<file path="src/rtl/sysctrl_pkg.sv">
// Shared command codes, protocol constants and helpers for the sysctrl_cfg block.
package sysctrl_pkg;

  typedef enum logic [7:0] {
    CMD_STATUS   = 8'h00,
    CMD_LEDS     = 8'h01,
    CMD_COLOR    = 8'h02,
    CMD_BUTTONS  = 8'h03,
    CMD_CFG_WR   = 8'h04,
    CMD_IRQ      = 8'h05,
    CMD_CFG_RD   = 8'h06,
    CMD_IRQ_MASK = 8'h07
  } cmd_e;

  localparam logic [7:0] MAGIC0      = 8'h5C;
  localparam logic [7:0] MAGIC1      = 8'h42;
  localparam logic [7:0] CFG_ID_BASE = 8'h41;

  // MSB<->LSB swap; the ws2812 colour bytes arrive bit-reversed
  function automatic logic [7:0] bit_rev8(input logic [7:0] b);
    logic [7:0] r;
    for (int i = 0; i < 8; i++) r[i] = b[7-i];
    return r;
  endfunction

endpackage

</file>
<file path="src/rtl/sysctrl_debounce.sv">
// Per-button 2-FF synchroniser plus stability counter (built only with SYSCTRL_DEBOUNCE_EN).
`ifdef SYSCTRL_DEBOUNCE_EN
module sysctrl_debounce #(
  parameter logic [15:0] DEB_CYCLES = 16'd50000
) (
  input  logic clk,
  input  logic reset,
  input  logic btn,
  output logic btn_db
);

  logic        s1;
  logic        s2;
  logic [15:0] cnt;

  // Output flips only after DEB_CYCLES consecutive differing samples
  always_ff @(posedge clk) begin
    if (reset) begin
      s1     <= 1'b0;
      s2     <= 1'b0;
      btn_db <= 1'b0;
      cnt    <= '0;
    end else begin
      s1 <= btn;
      s2 <= s1;
      if (s2 == btn_db) begin
        cnt <= '0;
      end else if (cnt >= DEB_CYCLES - 16'd1) begin
        btn_db <= s2;
        cnt    <= '0;
      end else begin
        cnt <= cnt + 16'd1;
      end
    end
  end

endmodule
`endif

</file>
<file path="src/rtl/sysctrl_cfg.sv">
// MCU byte-stream command decoder: config slots, maskable latched interrupts, LEDs/colour/buttons.
// Define SYSCTRL_DEBOUNCE_EN to debounce the button inputs returned by the buttons command.
module sysctrl_cfg
  import sysctrl_pkg::*;
#(
  parameter logic [7:0]           CORE_ID      = 8'h02,
  parameter int unsigned          NUM_CFG      = 16,
  parameter logic [NUM_CFG*8-1:0] CFG_DEFAULTS = {NUM_CFG{8'h00}},
  parameter int unsigned          INT_W        = 8,
  parameter int unsigned          NUM_BTN      = 2,
  parameter logic [15:0]          DEB_CYCLES   = 16'd50000
) (
  input  logic                     clk,
  input  logic                     reset,
  input  logic                     data_in_strobe,
  input  logic                     data_in_start,
  input  logic [7:0]               data_in,
  output logic [7:0]               data_out,
  output logic                     int_out_n,
  input  logic [INT_W-1:0]         int_in,
  output logic [INT_W-1:0]         int_ack,
  input  logic [NUM_BTN-1:0]       buttons,
  output logic [1:0]               leds,
  output logic [23:0]              color,
  output logic [NUM_CFG*8-1:0]     cfg_flat,
  output logic                     cfg_wr,
  output logic [((NUM_CFG > 1) ? $clog2(NUM_CFG) : 1)-1:0] cfg_wr_idx
);

  localparam int unsigned IDX_W = (NUM_CFG > 1) ? $clog2(NUM_CFG) : 1;

  logic [3:0]           cnt;
  logic [7:0]           cmd;
  logic [7:0]           cfg_id;
  logic [NUM_CFG*8-1:0] cfg_q;
  logic [INT_W-1:0]     int_q;
  logic [INT_W-1:0]     pending;
  logic [INT_W-1:0]     mask;
  logic [NUM_BTN-1:0]   btn_v;

  logic                 payload_c;
  logic [7:0]           slot_c;
  logic                 slot_ok_c;
  logic [7:0]           rbit_c;
  logic [7:0]           cfg_rd_c;
  logic [7:0]           reply_c;
  logic [INT_W-1:0]     ack_c;
  logic [INT_W-1:0]     edge_c;

  // Payload decode and reply byte selection
  always_comb begin
    payload_c = data_in_strobe && !data_in_start && (cnt != 4'd0);
    slot_c    = cfg_id - CFG_ID_BASE;
    slot_ok_c = slot_c < 8'(NUM_CFG);
    rbit_c    = bit_rev8(data_in);
    edge_c    = int_in & ~int_q;
    ack_c     = '0;
    cfg_rd_c  = 8'h00;
    reply_c   = 8'h00;
    for (int i = 0; i < NUM_CFG; i++) begin
      if (slot_c == 8'(i)) cfg_rd_c = cfg_q[8*i +: 8];
    end
    if (payload_c && (cmd == CMD_IRQ) && (cnt == 4'd1)) ack_c = data_in[INT_W-1:0];
    case (cmd)
      CMD_STATUS: begin
        case (cnt)
          4'd1:    reply_c = MAGIC0;
          4'd2:    reply_c = MAGIC1;
          4'd3:    reply_c = CORE_ID;
          4'd4:    reply_c = 8'(NUM_CFG);
          default: reply_c = 8'h00;
        endcase
      end
      CMD_BUTTONS: reply_c = 8'(btn_v);
      CMD_IRQ:     reply_c = 8'(pending & mask);
      CMD_CFG_RD:  if (cnt >= 4'd2) reply_c = cfg_rd_c;
      default:     reply_c = 8'h00;
    endcase
  end

  // Frame tracking, register bank and interrupt state
  always_ff @(posedge clk) begin
    if (reset) begin
      cnt        <= '0;
      cmd        <= '0;
      cfg_id     <= '0;
      data_out   <= '0;
      leds       <= '0;
      color      <= '0;
      cfg_q      <= CFG_DEFAULTS;
      cfg_wr     <= 1'b0;
      cfg_wr_idx <= '0;
      int_q      <= '0;
      pending    <= '0;
      mask       <= '1;
      int_ack    <= '0;
      int_out_n  <= 1'b1;
    end else begin
      int_q     <= int_in;
      pending   <= (pending & ~ack_c) | edge_c;
      int_out_n <= ~|(pending & mask);
      int_ack   <= ack_c;
      cfg_wr    <= 1'b0;
      if (data_in_strobe && data_in_start) begin
        cnt <= 4'd1;
        cmd <= data_in;
      end else if (payload_c) begin
        if (cnt != 4'd15) cnt <= cnt + 4'd1;
        data_out <= reply_c;
        case (cmd)
          CMD_LEDS: if (cnt == 4'd1) leds <= data_in[1:0];
          CMD_COLOR: begin
            case (cnt)
              4'd1:    color[15:8]  <= rbit_c;
              4'd2:    color[7:0]   <= rbit_c;
              4'd3:    color[23:16] <= rbit_c;
              default: ;
            endcase
          end
          CMD_CFG_WR: begin
            if (cnt == 4'd1) begin
              cfg_id <= data_in;
            end else if ((cnt == 4'd2) && slot_ok_c) begin
              for (int i = 0; i < NUM_CFG; i++) begin
                if (slot_c == 8'(i)) cfg_q[8*i +: 8] <= data_in;
              end
              cfg_wr     <= 1'b1;
              cfg_wr_idx <= IDX_W'(slot_c);
            end
          end
          CMD_CFG_RD:   if (cnt == 4'd1) cfg_id <= data_in;
          CMD_IRQ_MASK: if (cnt == 4'd1) mask <= data_in[INT_W-1:0];
          default: ;
        endcase
      end
    end
  end

  assign cfg_flat = cfg_q;

`ifdef SYSCTRL_DEBOUNCE_EN
  for (genvar b = 0; b < NUM_BTN; b++) begin : g_deb
    sysctrl_debounce #(.DEB_CYCLES(DEB_CYCLES)) u_deb (
      .clk    (clk),
      .reset  (reset),
      .btn    (buttons[b]),
      .btn_db (btn_v[b])
    );
  end
`else
  logic [NUM_BTN-1:0] btn_s1;
  logic [NUM_BTN-1:0] btn_s2;

  // Synchroniser only; no debounce counter in this build
  always_ff @(posedge clk) begin
    if (reset) begin
      btn_s1 <= '0;
      btn_s2 <= '0;
    end else begin
      btn_s1 <= buttons;
      btn_s2 <= btn_s1;
    end
  end

  assign btn_v = btn_s2;
`endif

endmodule

</file>
<file path="config.mk">
export PLATFORM = sky130hd
export DESIGN_NAME = sysctrl_cfg
export DESIGN_NICKNAME = d
export VERILOG_FILES = /design/src/rtl/sysctrl_pkg.sv /design/src/rtl/sysctrl_debounce.sv /design/src/rtl/sysctrl_cfg.sv
export SDC_FILE = /design/constraint.sdc
export NUM_CORES = 1
export LEC_CHECK = 0
export CAP_MARGIN = 40
export CORE_ASPECT_RATIO = 0.75
export CORE_MARGIN = 2
export CORE_UTILIZATION = 55
export CTS_BUF_LIST = sky130_fd_sc_hd__clkbuf_2 sky130_fd_sc_hd__clkbuf_4 sky130_fd_sc_hd__clkbuf_8
export CTS_CLUSTER_SIZE = 20
export DETAILED_ROUTE_END_ITERATION = 10
export HOLD_SLACK_MARGIN = 0.1
export PLACE_DENSITY_LB_ADDON = 0.25
export RECOVER_POWER = 25
export SETUP_SLACK_MARGIN = 0.5
export SLEW_MARGIN = 20
export SYNTH_ARGS = -nofsm -noshare
export SYNTH_HDL_FRONTEND = slang
export SYNTH_SLANG_ARGS = --single-unit
</file>
<file path="constraint.sdc">
create_clock -name clk -period 8.8 [get_ports clk]
set_clock_uncertainty 0.2 [all_clocks]
set_input_delay 1.32 -clock clk [delete_from_list [all_inputs] [get_ports clk]]
set_output_delay 1.32 -clock clk [all_outputs]
set_load 0.01 [all_outputs]
</file>
* Yosys cells after proc, flatten, opt, wreduce, memory -nomap -nowiden
Index checks and enable logic that the tools add are counted.
** Cells by class
- Magnitude comparators :: 2
- Reduce and logical (&&, ||, !) cells :: 43
- Bitwise gates (word level) :: 10
- Eq/ne operators :: 27
- Add/sub/neg operators :: 2
- Multiplexer cells :: 24
** Operators by type and width (count)
- two-way mux 8 bit :: 18
- AND reduction 6 bit :: 16
- == test 8 x 3 -> 1 bit (second input constant) :: 8
- == test 8 x 4 -> 1 bit (second input constant) :: 8
- == test 8 x 2 -> 1 bit (second input constant) :: 4
- one-hot mux 8 bit (4 select lines) :: 1
- one-hot mux 7 bit (4 select lines) :: 1
- AND 8 bit :: 3
- AND reduction 4 bit :: 6
- == test 8 x 1 -> 1 bit (second input constant) :: 2
- logical NOT 8 bit :: 2
- inverter 8 bit :: 2
- == test 4 x 2 -> 1 bit (second input constant) :: 2
- < comparator 8 x 5 -> 1 bit (second input constant) :: 1
- bitwise OR 8 bit :: 1
- OR reduction 8 bit :: 1
- subtractor 8 x 7 -> 8 bit (second input constant) :: 1
- logical AND 1 bit :: 6
- AND reduction 2 bit :: 3
- AND reduction 5 bit :: 1
- OR reduction 5 bit :: 1
- adder 4 x 1 -> 4 bit (second input constant) :: 1
- == test 4 x 1 -> 1 bit (second input constant) :: 1
- == test 4 x 3 -> 1 bit (second input constant) :: 1
- 8 further kinds :: 17
** Storage, ports and cells
- Output and inout port bits :: 176
- Register bits :: 224
- Word-level logic and storage cells :: 142

* Longest topological paths before layout
Gate-level depths: netlist of the first run.
- Word-level depth :: 20
- Mapped depth :: 13

* Worst setup path after synthesis of the first run
OpenSTA, ideal clock, no wires.
- Path type :: input port to flip-flop
- Start point :: input data_in_start
- End point :: register cfg_q[16] (netlist: cfg_flat[16])
- Arrival time :: 2846 ps
- Buffers on the path :: 1
- Stages on the path :: 8
- Path slack :: 5626 ps
- Cell sequence :: nand2b_1 > nor4_2 > nand3_2 > nor2_4 > buf_6 > nand3_4 > mux2i_1 > nor2_1
** On the way
- Longest elaborated chain between the ends :: 4
- Elaborated cells between the ends (all ways) :: 6
** RTL lines
- start: declaration :: RTL line sysctrl_cfg.sv:16 : input logic data_in_start,
- logical NOT 1 bit :: RTL line sysctrl_cfg.sv:52 : payload_c = data_in_strobe && !data_in_start && (cnt != 4'd0);
- logical AND 1 bit (2 in a row) :: RTL line sysctrl_cfg.sv:52
- AND reduction 6 bit (no line) (*)
- end signal: indexed assignment :: RTL line sysctrl_cfg.sv:125 : if (slot_c == 8'(i)) cfg_q[8*i +: 8] <= data_in;
- end: declaration :: RTL line sysctrl_cfg.sv:35 : logic [NUM_CFG*8-1:0] cfg_q;
Every way passes the cells marked *; elsewhere a longest branch is shown, timed or not.
A chain may end at the register's enable or synchronous reset.

* Worst setup path after layout of the first run
- Start point :: input reset
- End point :: register cfg_q[24] (netlist: cfg_flat[24])
** RTL lines
- start: declaration :: RTL line sysctrl_cfg.sv:14 : input logic reset,
No word-level cell between the ends.

==> flow_summary.toml, run 1 <==
[cells_and_area]
fin_cells = 1654
finalCoreUtilization = 0.715
final_cell_mix = "dfxtp_1, nand2_1, nor2_1, clkdlybuf4s50_1, a21oi_1"
nets = 1416
drive_gt1_frac = 0.0846
final_common_cell = "dfxtp_1"
areaGrowthSynthToFinish_pct = 26.9

[floorplanning]
die_x_um = 163
start_util = 0.563
die_y_um = 123
ios = 198
num_rows = 43
design.die.area_mm2 = 0.0201
core_area_mm2 = 0.0186

[synth]
ys_seq_area_frac = 0.429
yosysWarnings = 0
synthMuxAreaShare = 0.103
netlist_top_cells_area = "dfxtp_1, mux2i_1, nand2_1"
syn_nets = 1256
synth_top_area_frac = 0.429
synthArstFlopShare = 0
synth_top_family_by_area = "simple AND/OR/NAND/NOR gates"
synth_edf_count = 0
ys.flop_type = "dfxtp_1"
yosysTopAreaCell = "dfxtp_1"
synth_compound_area_frac = 0.180
synth.distinct_cells = 84
synth_area_mm2 = 0.0105
syn_inst = 1225
synth_seq_cells = 224
postSynthAreaPerCell_um2 = 8.54
yosys.area_share.simple = 0.229
synth_fa_ha_area_frac = 0.0108
synth_xor_xnor_area_share = 0.00503

[clock_network]
post-cts-setup-buffer-count = 0
clk_root_buffer_cell = "clkbuf_8"
cts.clk_slew.worst_paths_ps = 60
cts_tree = "done"
holdBufCountCts = 0
cts.sinks = 224
cts_resized = 0
h-tree-depth = 2
clkLatencyLatePin_ps = 530
cts_made_buffers = 36
max-clock-path-buffers = 3

[place]
gp_congestion = 0.919
place_hpwl_mm = 22.4
post-place-cells = 1591
port_buffers = 197

[global_route]
grt_pass1_vias = 9383
grt_usage = 0.336
grt_first_pass_wirelength_mm = 52.5
grt_max_degree = 89
overflow = 0
grt_antenna_before_repair = 2

[drt]
wire_per_inst_um = 20.9
drt_wl_total_mm = 34.6
drt_iter0_drc = 1038
dr.pass1.iters = 6
via_count = 10200
drc_errors = 0
antenna_left = 0
viasPerCell = 6.15

[timing]
rsz0062_at_grt = "no"
tns_ps = 0
slew_headroom = -1.23
hold_viol_final = 0
worstMarginPinSlew_ps = 3350
min_period_ps = 5680
final-setup-viol-count = 0
drv_slew = 134
post-route-period-util = 0.646
fmax_mhz = 176

[job]
cap_violations = 2

[worst_hold_path]
min_from = "color[16]"
worstHoldPathType = "reg2reg"
whs_path_depth = 2
hold_path_end = "color[16]"

[critical_path]
end_kind = "flip-flop"
cp.buffers_inverters = 2
crit_fanout = 79
ff2ff_setup_slack_ps = 4720
slowest_stage = "clkbuf_1"
r2r_end = "data_out[0]"
ff2ff_path_depth = 10
regToRegStartpoint = "cfg_id[0]"
path_cells = "clkbuf_1 > clkbuf_1 > nor2_1"
timing.critical_path.mode_cell = "clkbuf_1"
crit_path_max_incr_delay_ps = 2460
required_ps = 8870
crit_type = "in2reg"
arrival_ps = 5760
cp-start-kind = "primary input"
crit_family = "buffers and inverters"

[power]
swShare = 0.231
intPower_mw = 1.61
pwr-share-seq = 0.491
pwr_density_cell_mw_per_mm2 = 158
p_comb_frac = 0.042
p_switching_mw = 0.486
power.leakage_nw = 5.49
power_frac_clock = 0.467
ir_drop_uv = 112

[outcome]
status = "finished, violations left"
violations = "capacitance limit, slew limit"
[power by group through the flow]
| stage | sequential [mW] | combinational (mW) | clock, mW |
|---|---|---|---|
| final | 1.03 | 0.0879 | 0.982 |
| after global routing | 1.03 | 0.0931 | 1.03 |
| after CTS | 1.03 | 0.0859 | 0.982 |
| after detailed placement | 1.05 | 0.0854 | 0 |
| after global placement | 1.05 | 0.0829 | 0 |
| after floorplan | 1.05 | 0.0514 | 0 |
[metrics by stage]
stage          power [mW]  cell area, µm²  hold slack [ps]  worst slack, ps
2_1_floorplan        1.10           10500              214             5630
3_3_place_gp         1.14           12500              230             4510
3_5_place_dp         1.14           12500              246             4410
4_1_cts              2.10           13300              254             4790
5_1_grt              2.15           13300              263             2750
6_report             2.10           13300              250             3120
[worst reg2reg max path, cell delays in order (launching register included)]
cell,delay [ps]
dfxtp_1,580
inv_1,170
ha_2,210
buf_4,310
inv_1,590
nand2_1,570
a21oi_1,310
nor3_1,90
o221a_1,260
o31ai_1,430
a221oi_2,100
[routing by layer]
layer | share of wire | global-route usage | vias to the layer above | routed length (µm)
met5 | 0 | 0 | - | 0
met2 | 0.42 | 0.488 | 614 | 14700
met4 | 0.027 | 0.121 | 0 | 940
li1 | - | - | 4642 | -
met3 | 0.12 | 0.0735 | 87 | 4000
met1 | 0.43 | 0.488 | 4829 | 15000
[sequential cells by signal, indices dropped and copies added, names as in the netlist, 4 cells and up]
register,cells
cfg_id,8
cnt,4
cmd,8
int_ack,8
cfg_flat,128
int_q,8
mask,8
data_out,8
color,24
cfg_wr_idx,4
pending,8
[cell type report]
type | instances | area, µm²
antenna | 1 | 2.50
clock buffer | 52 | 653
clock inverter | 7 | 113
fill | 1486 | 5290
inverter | 15 | 56.3
multi-input combinational | 892 | 5530
sequential | 224 | 4480
tap | 247 | 309
timing repair buffer | 216 | 2120
[cell families (layout without fill, tap and decap cells)]
kind of cell               after synthesis  count (layout)
adders and majority gates                9               9
and+or+nand+nor                        485             485
DFF                                    224             224
buffers and inverters                  109             290
other                                    0               1
AOI/OAI and AO/OA                      284             284
xor gates and xnor gates                 6               6
muxes                                  108             108
[cells in the mapped netlist, drive strengths merged (5+ instances only)]
cell type	count
a2111oi	5
a211o	8
a211oi	9
a21oi	118
a221oi	7
a22oi	10
and2	15
and3	11
buf	14
clkbuf	80
dfxtp	224
ha	9
inv	14
mux2i	108
nand2	174
nand2b	5
nand3	60
nand4	9
nor2	141
nor2b	33
nor3	9
o211ai	9
o21a	13
o21ai	38
o22ai	12
o31ai	6
[worst max-delay path by stage]
stage                        from             to  cells past startpoint
finish                      reset   cfg_flat[24]                      3
global route                reset   cfg_flat[24]                      3
CTS                     cfg_id[0]  cfg_flat[117]                      9
detailed placement  data_in_start   cfg_flat[63]                      8
global placement    data_in_start   cfg_flat[83]                      8
floorplan           data_in_start   cfg_flat[16]                      8
Power figures use the tool's default switching activity.
==> run 2: changes to the inputs <==
--- a/config.mk
+++ b/config.mk
@@ -8,7 +8,7 @@
 export CAP_MARGIN = 40
 export CORE_ASPECT_RATIO = 0.75
 export CORE_MARGIN = 2
-export CORE_UTILIZATION = 55
+export CORE_UTILIZATION = 49
 export CTS_BUF_LIST = sky130_fd_sc_hd__clkbuf_2 sky130_fd_sc_hd__clkbuf_4 sky130_fd_sc_hd__clkbuf_8
 export CTS_CLUSTER_SIZE = 20
 export DETAILED_ROUTE_END_ITERATION = 10
==> constraint.sdc (replaced) <==
create_clock -name clk -period 4.8 [get_ports clk]
set_clock_uncertainty 0.2 [all_clocks]
set_input_delay 0.72 -clock clk [delete_from_list [all_inputs] [get_ports clk]]
set_output_delay 0.72 -clock clk [all_outputs]
set_load 0.01 [all_outputs]
==> run 2 against run 1 <==
Critical path depth up 2; hold slack worse by 1.1 ps; critical endpoint is now data_out[2]; die area up 12%; the run still ends with capacitance limit, slew limit left; sequential cell count unchanged; largest cell class unchanged; register-to-register slack worse by 3700 ps.
==> flow_summary.toml, run 2 (same netlist as run 1, synthesis figures left out) <==
[cells_and_area]
fin_cells = 1698
final_common_cell = "dfxtp_1"
multi_input_area_mm2 = 0.00553
finalCoreUtilization = 0.632
areaGrowthSynthToFinish_pct = 27.3
seqCellArea_mm2 = 0.00448
drive_gt1_frac = 0.0901
nets = 1419
postLayoutCellArea_mm2 = 0.0133
largest_reg_flops = 128
final_cell_mix = "dfxtp_1, nand2_1, nor2_1, clkdlybuf4s50_1, a21oi_1"
diodes = 0
fillerInstances = 1818

[drt]
drc_errors = 0
dr.pass1.iters = 5
viasPerCell = 5.95
drt_iter0_drc = 1180
via_count = 10100
antenna_left = 0
drt_wl_total_mm = 35.1
wire_per_inst_um = 20.7

[global_route]
grt_usage = 0.299
grt_antenna_before_repair = 0
grt_max_degree = 112
overflow = 0
grt_first_pass_wirelength_mm = 53.1
grt_pass1_vias = 9252

[critical_path]
cp.buffers_inverters = 2
required_ps = 4990
path_cells = "clkbuf_2 > clkbuf_1 > a21oi_1 > o2111ai_1 > o21ai_0"
end_kind = "flip-flop"
crit_path_max_incr_delay_ps = 1560
cp-start-kind = "primary input"
arrival_ps = 4130
crit_fanout = 111
slowest_stage = "clkbuf_2"
crit_type = "in2reg"
crit_family = "buffers and inverters"

[timing]
fmax_mhz = 254
post-route-period-util = 0.820
setup_slack_ps = 862
drv_slew = 223
min_period_ps = 3940
worstMarginPinSlew_ps = 2270
final-setup-viol-count = 0
slew_headroom = -0.510
tns_ps = 0
hold_viol_final = 0
rsz0062_at_grt = "no"

[floorplanning]
design.die.area_mm2 = 0.0225
start_util = 0.496
ios = 198
die_y_um = 131
core_area_mm2 = 0.0211
die_x_um = 173
num_rows = 46

[place]
place_hpwl_mm = 23.3
post-place-cells = 1638
post-place-ws_ps = 1180
port_buffers = 197
gp_congestion = 0.993
dpl_cell_area_mm2 = 0.0126

[power]
p_switching_mw = 0.903
power.leakage_nw = 5.51
power_frac_clock = 0.467
ir_drop_uv = 159
intPower_mw = 2.94
p_comb_frac = 0.041
swShare = 0.235
pwr-share-seq = 0.492
pwr_density_cell_mw_per_mm2 = 288

[clock_network]
cts.clk_slew.worst_paths_ps = 60
holdBufCountCts = 0
cts.sinks = 224
clkLatencyLatePin_ps = 540
max-clock-path-buffers = 3
h-tree-depth = 2
cts_made_buffers = 36
cts_tree = "done"
post-cts-setup-buffer-count = 0
clk_root_buffer_cell = "clkbuf_8"
cts_resized = 0

[job]
cap_violations = 3

[outcome]
status = "finished, violations left"
violations = "capacitance limit, slew limit"

[worst_hold_path]
worstHoldPathType = "reg2reg"
-- run 2: metal layers --
layer | share of wire | global-route usage | routed length (µm)
met5 | 0 | 0 | 0
met4 | 0.024 | 0.101 | 853
met3 | 0.11 | 0.0706 | 3780
met2 | 0.41 | 0.433 | 14600
met1 | 0.45 | 0.436 | 16000
-- run 2: worst register-to-register path, delay by kind of cell (launching register included) --
kind | cells | cell delay (ps)
buffers and inverters | 1 | 160
adders and majority gates | 1 | 350
xor gates and xnor gates | 1 | 390
AOI/OAI and AO/OA | 2 | 480
DFF | 1 | 550
and+or+nand+nor | 4 | 1410
-- run 2: power by group through the flow --
stage          logic (mW)  registers (mW)  clock network, mW
2_1_floorplan      0.0943            1.92                  0
3_3_place_gp        0.156            1.93                  0
3_5_place_dp        0.155            1.93                  0
4_1_cts             0.157            1.89               1.80
5_1_grt             0.167            1.89               1.89
6_report            0.157            1.89               1.79
-- run 2: path summary, 6_finish.rpt --
kind	startpoint	end	depth (start not counted)	slack (ps)
worst min-delay path	color[8]	color[8]	2	250
worst max-delay path	reset	data_out[2]	5	860
worst min register to register	color[8]	color[8]	2	250
worst max register to register	cfg_id[0]	cfg_flat[2]	9	1030
-- run 2: layout make-up --
class / count / share of cell area
Inverter: 15 / 0.00423
Multi-Input combinational cell: 892 / 0.415
Tap cell: 288 / 0.0271
Clock buffer: 49 / 0.0474
Clock inverter: 11 / 0.0101
Timing Repair Buffer: 219 / 0.159
Sequential cell: 224 / 0.337
-- run 2: through the flow --
stage / hold WS, ps / total power [mW]
final: 249 / 3.84
after floorplan: 214 / 2.02
after detailed placement: 232 / 2.08
after global routing: 269 / 3.94
after global placement: 232 / 2.08
after CTS: 256 / 3.84
